## src/rtl/divider_sequencer.sv

```systemverilog
// Restoring divider: one quotient bit per clock, sign fix-up, one-cycle done strobe; XLEN+2 cycles start-to-done, one cycle for divide-by-zero.
// Starts arriving while CALC/FIX run are dropped; define DIVSEQ_SIGNED_EN to honour signed_i.
module divider_sequencer #(
    parameter int XLEN = 32
) (
    input  logic            clk_i,
    input  logic            reset_i,
    input  logic            start_i,
    input  logic            signed_i,
    input  logic [XLEN-1:0] dividend_i,
    input  logic [XLEN-1:0] divisor_i,
    output logic            busy_o,
    output logic            done_o,
    output logic [XLEN-1:0] quotient_o,
    output logic [XLEN-1:0] remainder_o,
    output logic            dbz_o
);

    localparam int CW = (XLEN > 2) ? $clog2(XLEN) : 1;

    typedef enum logic [1:0] {IDLE, CALC, FIX, DONE} state_t;

    state_t          state;
    logic [XLEN-1:0] dvd_q;   // shifts dividend out at the top, quotient in at the bottom
    logic [XLEN-1:0] dvs_q;
    logic [XLEN-1:0] rem_q;
    logic [CW-1:0]   cnt_q;

    logic            accept;
    logic [XLEN:0]   partial;
    logic            fits;
    logic [XLEN-1:0] rem_sub;
    logic [XLEN-1:0] dvd_abs;
    logic [XLEN-1:0] dvs_abs;
    logic [XLEN-1:0] q_fix;
    logic [XLEN-1:0] r_fix;

`ifdef DIVSEQ_SIGNED_EN
    logic sign_q_q;
    logic sign_r_q;
    logic dvd_neg;
    logic dvs_neg;

    assign dvd_neg = signed_i && dividend_i[XLEN-1];
    assign dvs_neg = signed_i && divisor_i[XLEN-1];
    assign dvd_abs = dvd_neg ? -dividend_i : dividend_i;
    assign dvs_abs = dvs_neg ? -divisor_i : divisor_i;
    assign q_fix   = sign_q_q ? -dvd_q : dvd_q;
    assign r_fix   = sign_r_q ? -rem_q : rem_q;
`else
    logic signed_unused;

    assign signed_unused = signed_i;
    assign dvd_abs       = dividend_i;
    assign dvs_abs       = divisor_i;
    assign q_fix         = dvd_q;
    assign r_fix         = rem_q;
`endif

    assign accept  = start_i && (state == IDLE || state == DONE);
    assign partial = {rem_q, dvd_q[XLEN-1]};
    assign fits    = partial >= {1'b0, dvs_q};
    assign rem_sub = partial[XLEN-1:0] - dvs_q;

    always_ff @(posedge clk_i) begin
        if (reset_i) begin
            state       <= IDLE;
            busy_o      <= 1'b0;
            done_o      <= 1'b0;
            dbz_o       <= 1'b0;
            quotient_o  <= '0;
            remainder_o <= '0;
            dvd_q       <= '0;
            dvs_q       <= '0;
            rem_q       <= '0;
            cnt_q       <= '0;
`ifdef DIVSEQ_SIGNED_EN
            sign_q_q    <= 1'b0;
            sign_r_q    <= 1'b0;
`endif
        end else begin
            done_o <= 1'b0;
            case (state)
                CALC: begin
                    rem_q <= fits ? rem_sub : partial[XLEN-1:0];
                    dvd_q <= {dvd_q[XLEN-2:0], fits};
                    cnt_q <= cnt_q - 1'b1;
                    if (cnt_q == '0) begin
                        state <= FIX;
                    end
                end
                FIX: begin
                    quotient_o  <= q_fix;
                    remainder_o <= r_fix;
                    done_o      <= 1'b1;
                    busy_o      <= 1'b0;
                    state       <= DONE;
                end
                default: begin
                    if (accept) begin
                        dbz_o <= 1'b0;
                        if (divisor_i == '0) begin
                            // Divide-by-zero skips the datapath; result goes straight out.
                            quotient_o  <= '1;
                            remainder_o <= dividend_i;
                            dbz_o       <= 1'b1;
                            done_o      <= 1'b1;
                            state       <= DONE;
                        end else begin
                            dvd_q  <= dvd_abs;
                            dvs_q  <= dvs_abs;
                            rem_q  <= '0;
                            cnt_q  <= CW'(XLEN - 1);
                            busy_o <= 1'b1;
                            state  <= CALC;
`ifdef DIVSEQ_SIGNED_EN
                            sign_q_q <= dvd_neg ^ dvs_neg;
                            sign_r_q <= dvd_neg;
`endif
                        end
                    end else begin
                        state <= IDLE;
                    end
                end
            endcase
        end
    end

endmodule

```

## config.mk

```make
export PLATFORM = sky130hd
export DESIGN_NAME = divider_sequencer
export DESIGN_NICKNAME = d
export VERILOG_FILES = /design/src/rtl/divider_sequencer.sv
export SDC_FILE = /design/constraint.sdc
export NUM_CORES = 1
export LEC_CHECK = 0
export CAP_MARGIN = 20
export CELL_PAD_IN_SITES_DETAIL_PLACEMENT = 0
export CELL_PAD_IN_SITES_GLOBAL_PLACEMENT = 2
export CORE_MARGIN = 2
export CORE_UTILIZATION = 29
export CTS_CLUSTER_DIAMETER = 80
export DETAILED_ROUTE_END_ITERATION = 16
export HOLD_SLACK_MARGIN = 0.05
export PLACE_DENSITY = 0.74
export SLEW_MARGIN = 30
export SYNTH_ARGS = -nofsm -noshare
export SYNTH_HDL_FRONTEND = slang
export SYNTH_SLANG_ARGS = --single-unit
```

## constraint.sdc

```tcl
create_clock -name clk_i -period 2.8 [get_ports clk_i]
set_input_delay 0.28 -clock clk_i [delete_from_list [all_inputs] [get_ports clk_i]]
set_output_delay 0.28 -clock clk_i [all_outputs]
set_load 0.05 [all_outputs]
```

---- Word-level counts from Yosys, hierarchy flattened ----
Cells that the tools add are included.
word-level totals
  flip-flop bits (word level) ............. 170
  bits of input ports ..................... 68
  output and inout bits ................... 67
  logic and storage cells ................. 63
operators by class
  add/sub/neg operators ................... 2
  order comparisons ....................... 1
  eq/ne operators ......................... 6
  multiplexer cells ....................... 26
  bitwise logic cells ..................... 4
  reduce and logical (&&, ||, !) cells .... 14
operators with widths
  cell                                                   number
  2-to-1 mux 32 bit                                      9
  case mux 32 bit (2 select lines)                       4
  >= comparator 33 x 32 -> 1 bit                         1
  zero test 32 bit                                       1
  subtractor 32 bit                                      1
  AND reduction 3 bit                                    4
  2-to-1 mux 5 bit                                       2
  case mux 5 bit (2 select lines)                        1
  2-to-1 mux 2 bit                                       3
  nonzero test 2 bit                                     3
  zero test 5 bit                                        1
  subtractor 5 x 1 -> 5 bit, second input constant       1
  equality test 2 bit, second input constant             2
  2-to-1 mux 1 bit                                       4
  inequality test 2 x 1 -> 1 bit, second input constant  2
  inverter 1 bit                                         4
  case mux 1 bit (2 select lines)                        2
  case mux 2 bit (2 select lines)                        1
  equality test 2 x 1 -> 1 bit, second input constant    1
  zero test 2 bit                                        1
  inequality test 2 bit, second input constant           1
  AND reduction 2 bit                                    1
  OR reduction 2 bit                                     1
  logical AND 1 bit                                      1
  logical OR 1 bit                                       1

---- Depth between registers and ports, before layout ----
  depth after elaboration ................. 5
  mapped depth ............................ 14
  mapped depth without buffers ............ 12

---- Worst setup path after synthesis ----
OpenSTA, ideal clock, no wires.
  path kind ............................... register -> register
  from .................................... register dvs_q[1]
  to ...................................... register rem_q[5] (netlist: r_fix[5])
  setup time .............................. 0.128 ns
  arrival time ............................ 2.499 ns
  required time ........................... 2.672 ns
  setup slack ............................. 0.174 ns
  cell stages (with the launch flop) ...... 13
  path buffers ............................ 1
  period minus slack after synthesis ...... 2.626 ns
  path through ............................ dfxtp_1 inv_1 ha_1 nor2b_1 o2111ai_1 a211oi_1 or3b_1 buf_4 a311oi_4 nand2_2 mux2_1 a22oi_1 nor2_1
on the way
  cells in the longest elaborated chain, start to end .. 3
  elaborated cells on any way between the ends .. 4
  classes of those cells .................. add/sub: 1; order compare: 1; mux: 2
ends and longest elaborated chain
  element                                                                     RTL line  RTL
  start, declared                                                             25        logic [XLEN-1:0] dvs_q;
  start signal, assigned                                                      111       dvs_q <= dvs_abs;
  subtractor 32 bit / >= comparator 33 x 32 -> 1 bit (equally long branches)  63, 62
  2-to-1 mux 32 bit (*)                                                       85        rem_q <= fits ? rem_sub : partial[XLEN-1:0];
  case mux 32 bit (2 select lines) (*)                                        83        case (state)
  end signal, assigned                                                        85
  end, declared                                                               26        logic [XLEN-1:0] rem_q;
Every way passes the cells marked *; elsewhere a longest branch is shown, timed or not.
A chain may end at the register's enable or synchronous reset.

---- Worst setup path in the final report ----
  from .................................... register dvs_q[4]
  to ...................................... register rem_q[5] (netlist: r_fix[5])
The elaborated chain is that of the path after synthesis.

==> impl_metrics.prom <==
# TYPE chip_impl_metric gauge
chip_impl_metric{name="grt_antenna_before_repair",unit=""} 0
chip_impl_info{name="cts_tree",value="built"} 1
chip_impl_metric{name="groute.layer.met2.usage",unit="%"} 26.4
chip_impl_info{name="post_synth_main_area_contributors",value="dfxtp_1 39%, mux2i_1 13%, nor2_1 8.2%"} 1
chip_impl_metric{name="arrival_time_at_the_worst_endpoint",unit="ns"} 3.01
chip_impl_info{name="ys.flop_type",value="dfxtp_1"} 1
chip_impl_metric{name="num_io_pins",unit=""} 135
chip_impl_metric{name="synth_edf_count",unit=""} 0
chip_impl_metric{name="mappedNetlistArea",unit="sq um"} 8630
chip_impl_metric{name="num_vias",unit=""} 7832
chip_impl_metric{name="netlist-cell-type-count",unit=""} 54
chip_impl_metric{name="worstPathRequired",unit="ns"} 3.10
chip_impl_info{name="crit_type",value="flop to flop"} 1
chip_impl_info{name="timing.hold.worst.start",value="reset_i"} 1
chip_impl_info{name="grt_busiest_layer",value="met2"} 1
chip_impl_info{name="timing.critical_path.to_type",value="flop"} 1
chip_impl_metric{name="timing_worst_slew_pin_value",unit="ns"} 0.665
chip_impl_metric{name="post-place-ws",unit="ns"} -0.160
chip_impl_metric{name="gr-usage-all-layers",unit="%"} 17.1
chip_impl_info{name="synthMostInstantiatedCell",value="nor2_1"} 1
chip_impl_metric{name="synthToLayoutAreaGrowth",unit="%"} 39.2
chip_impl_metric{name="post_synth_inst_count",unit=""} 1025
chip_impl_metric{name="die_extent_in_y",unit="microns"} 176
chip_impl_metric{name="ir_drop",unit="mV"} 0.481
chip_impl_metric{name="static-leakage-power",unit="nW"} 4.70
chip_impl_metric{name="crit_path_max_fanout",unit=""} 5
chip_impl_metric{name="worst_slew_margin_rel",unit="%"} 55.1
chip_impl_metric{name="fp-row-count",unit=""} 63
chip_impl_metric{name="ant_nets",unit=""} 0
chip_impl_metric{name="antenna_cells",unit=""} 0
chip_impl_metric{name="initial_core_util",unit="%"} 29.3
chip_impl_metric{name="postLayoutSetupSlackWorst",unit="ns"} 0.0910
chip_impl_info{name="grt_setup_unrepaired",value="yes"} 1
chip_impl_metric{name="setup_viol",unit=""} 0
chip_impl_metric{name="yosysSeqAreaShare",unit="%"} 39.4
chip_impl_metric{name="dr.pass1.iters",unit=""} 5
chip_impl_metric{name="fillerInstances",unit=""} 3054
chip_impl_metric{name="route.detailed.drc",unit=""} 0
chip_impl_metric{name="clock_transition_at_the_registers_of_the_reported_paths",unit="ns"} 0.07
chip_impl_metric{name="finalInstanceArea",unit="sq um"} 12000
chip_impl_metric{name="viasPerCell",unit=""} 4.79
chip_impl_metric{name="synth_top_area_share",unit="%"} 39.4
chip_impl_metric{name="cts_max_level",unit=""} 4
chip_impl_metric{name="grt_util_met1",unit="%"} 25.0
chip_impl_metric{name="gr-usage-met3",unit="%"} 2.69
chip_impl_metric{name="gpl.final_weighted_congestion",unit=""} 0.843
chip_impl_metric{name="postSynth.asyncResetShare",unit="%"} 0
chip_impl_metric{name="post_synthesis_area_per_instance",unit="sq um"} 8.42
chip_impl_metric{name="placed_instance_area",unit="sq um"} 11200
chip_impl_metric{name="wire_length_of_the_first_global_routing_pass",unit="microns"} 41900
chip_impl_metric{name="worst_skew_pair_latency",unit="ns"} 0.43
chip_impl_info{name="clockRootBuffer",value="clkbuf_16"} 1
chip_impl_metric{name="hold_viol_final",unit=""} 0
chip_impl_metric{name="wl_per_cell",unit="microns"} 16.2
chip_impl_metric{name="core_region_area",unit="sq um"} 29500
chip_impl_info{name="worstSetupStartpointType",value="flop"} 1
chip_impl_metric{name="maxCapViolCount",unit=""} 0
chip_impl_metric{name="rrSetupSlack",unit="ns"} 0.09
chip_impl_metric{name="wirelength",unit="microns"} 26400
chip_impl_metric{name="fmaxAchievable",unit="MHz"} 369
chip_impl_metric{name="synthesis.yosys.warnings",unit=""} 0
chip_impl_info{name="synth_largest_area_cell",value="dfxtp_1"} 1
chip_impl_metric{name="finalCriticalPeriod",unit="ns"} 2.71
chip_impl_metric{name="drive_gt1_share",unit="%"} 17.0
chip_impl_metric{name="mappedNetlistNets",unit=""} 1130
chip_impl_metric{name="largest_net_degree_at_the_start_of_global_routing",unit=""} 112
chip_impl_info{name="hold_class",value="input port to flop"} 1
chip_impl_metric{name="fin_crit_sh",unit="%"} 96.8
chip_impl_metric{name="tritoncts_num_sinks",unit=""} 170
chip_impl_metric{name="floorplan.die_area",unit="sq um"} 31100
chip_impl_metric{name="clock_tree.buffer_depth",unit=""} 2
chip_impl_metric{name="first_iter_violations",unit=""} 429
chip_impl_metric{name="die_width",unit="microns"} 176
chip_impl_metric{name="cts_made_buffers",unit=""} 17
chip_impl_metric{name="grt_overflow_total",unit=""} 0
chip_impl_info{name="worstReg2RegStart",value="dvs_q[4]"} 1
chip_impl_metric{name="skew",unit="ns"} 0.0124
chip_impl_metric{name="finish.utilization",unit="%"} 40.7
chip_impl_info{name="outcome",value="complete, no violations"} 1
chip_impl_metric{name="synth_seq_cells",unit=""} 170
chip_impl_info{name="setup.worst_path.start",value="dvs_q[4]"} 1
chip_impl_metric{name="grt_pass1_vias",unit=""} 7521
chip_impl_metric{name="slew_viol_final",unit=""} 0
chip_impl_metric{name="power_density",unit="nW/um^2"} 1210
chip_impl_metric{name="dp_hpwl",unit="microns"} 19900
chip_impl_metric{name="final_nets",unit=""} 1337
chip_impl_metric{name="portBuffers",unit=""} 133
chip_impl_info{name="post_synth_most_frequent_cells",value="189 x nor2_1, 170 x dfxtp_1, 110 x mux2i_1, 67 x a211oi_1, 62 x nand2_1"} 1
[routing by layer]
metal | vias to the layer above | part of all wire (%) | wire (microns)
li1 | 4041 | - | -
met1 | 3643 | 52 | 13800
met2 | 133 | 44 | 11500
met3 | 15 | 3.6 | 961
met4 | 0 | 0.67 | 176
met5 | - | 0 | 0
[cell families (layout without fill, tap and decap cells)]
group | after synthesis | in the layout | share of synthesized area, %
AOI/OAI and AO/OA | 217 | 217 | 16.9
xor gates and xnor gates | 28 | 28 | 2.84
adders and majority gates | 37 | 37 | 5.45
buffers and inverters | 116 | 335 | 5.26
DFF | 170 | 170 | 39.4
muxes | 111 | 111 | 12.9
and+or+nand+nor | 346 | 346 | 17.2
[layout make-up]
cell class / count / area (sq um) / area share [%]
clock inverters: 14 / 146 / 1.22
repair buffers: 256 / 2320 / 19.3
flip-flops and latches: 170 / 3410 / 28.4
clock buffers: 17 / 425 / 3.54
well taps: 390 / 488 / 4.06
inverters: 48 / 180 / 1.50
multi-input cells: 739 / 5040 / 41.9
[registers in the layout (all words and copies together) (netlist names)]
register / cells
busy_o: 1
cnt_q: 5
dbz_o: 1
done_o: 1
dvd_q: 32
dvs_q: 32
quotient_o: 32
r_fix: 32
remainder_o: 32
state: 2
[layout by cell type (no fill, tap or decap), drive strengths merged, types with 3 or more instances in the layout]
master and instances:
a211oi 67, nand4 11, nand2b 8, o21bai 3, nand3 8, mux2i 110, a21oi 40, inv 57
a31oi 3, o211ai 7, dfxtp 170, o21ai 50, nor3 40, clkinv 4, clkbuf 17, buf 124
xor2 14, o41ai 3, clkdlybuf4s50 132, a311oi 7, ha 36, a21o 8, nor4 8, nor2 190
or3 7, nand2 63, a22oi 10, o21a 6, xnor2 14
[critical path, cell delays in order (launching register included)]
cell and delay [ns]:
dfxtp_1 0.33, inv_1 0.07, ha_4 0.23, a21o_1 0.22, a31oi_4 0.18, a211oi_2 0.09
or3b_4 0.43, a311oi_4 0.32, nand2_2 0.19, mux2_4 0.33, a22oi_2 0.14, nor2_1 0.05
[repair_timing]
item / CTS / global route
hold buffers: 0 / 0
setup buffers: 0 / 2
gates resized for setup: 4 / 55
setup endpoints to repair: 16 / 32
pin swaps: 0 / 16
[path summary, 6_finish.rpt]
kind,cells after the start,to
setup / recovery,11,r_fix[5]
hold / removal,2,dvs_q[10]
setup reg to reg,11,r_fix[5]
hold reg to reg,2,dvd_q[0]
[stage by stage]
| stage | total power [mW] | cells | setup TNS [ns] | hold slack (ns) |
|---|---|---|---|---|
| 3_3_place_gp | 11.8 | 1601 | -3.63 | 0.468 |
| 5_1_grt | 15.7 | 1634 | -0.0373 | 0.280 |
| 6_report | 14.6 | 1634 | 0 | 0.268 |
| 2_1_floorplan | 9.10 | 1025 | 0 | 0.427 |
| 3_5_place_dp | 11.9 | 1601 | -6.54 | 0.475 |
| 4_1_cts | 14.3 | 1632 | 0 | 0.254 |
[power breakdown]
| part | leakage (nW) | switching (mW) | internal (mW) |
|---|---|---|---|
| Combinational | 3.02 | 4.82 | 3.75 |
| Sequential | 1.39 | 0.506 | 3.15 |
| Clock | 0.279 | 1.16 | 1.19 |
| Total | 4.70 | 6.49 | 8.09 |
Power figures use the tool's default switching activity.
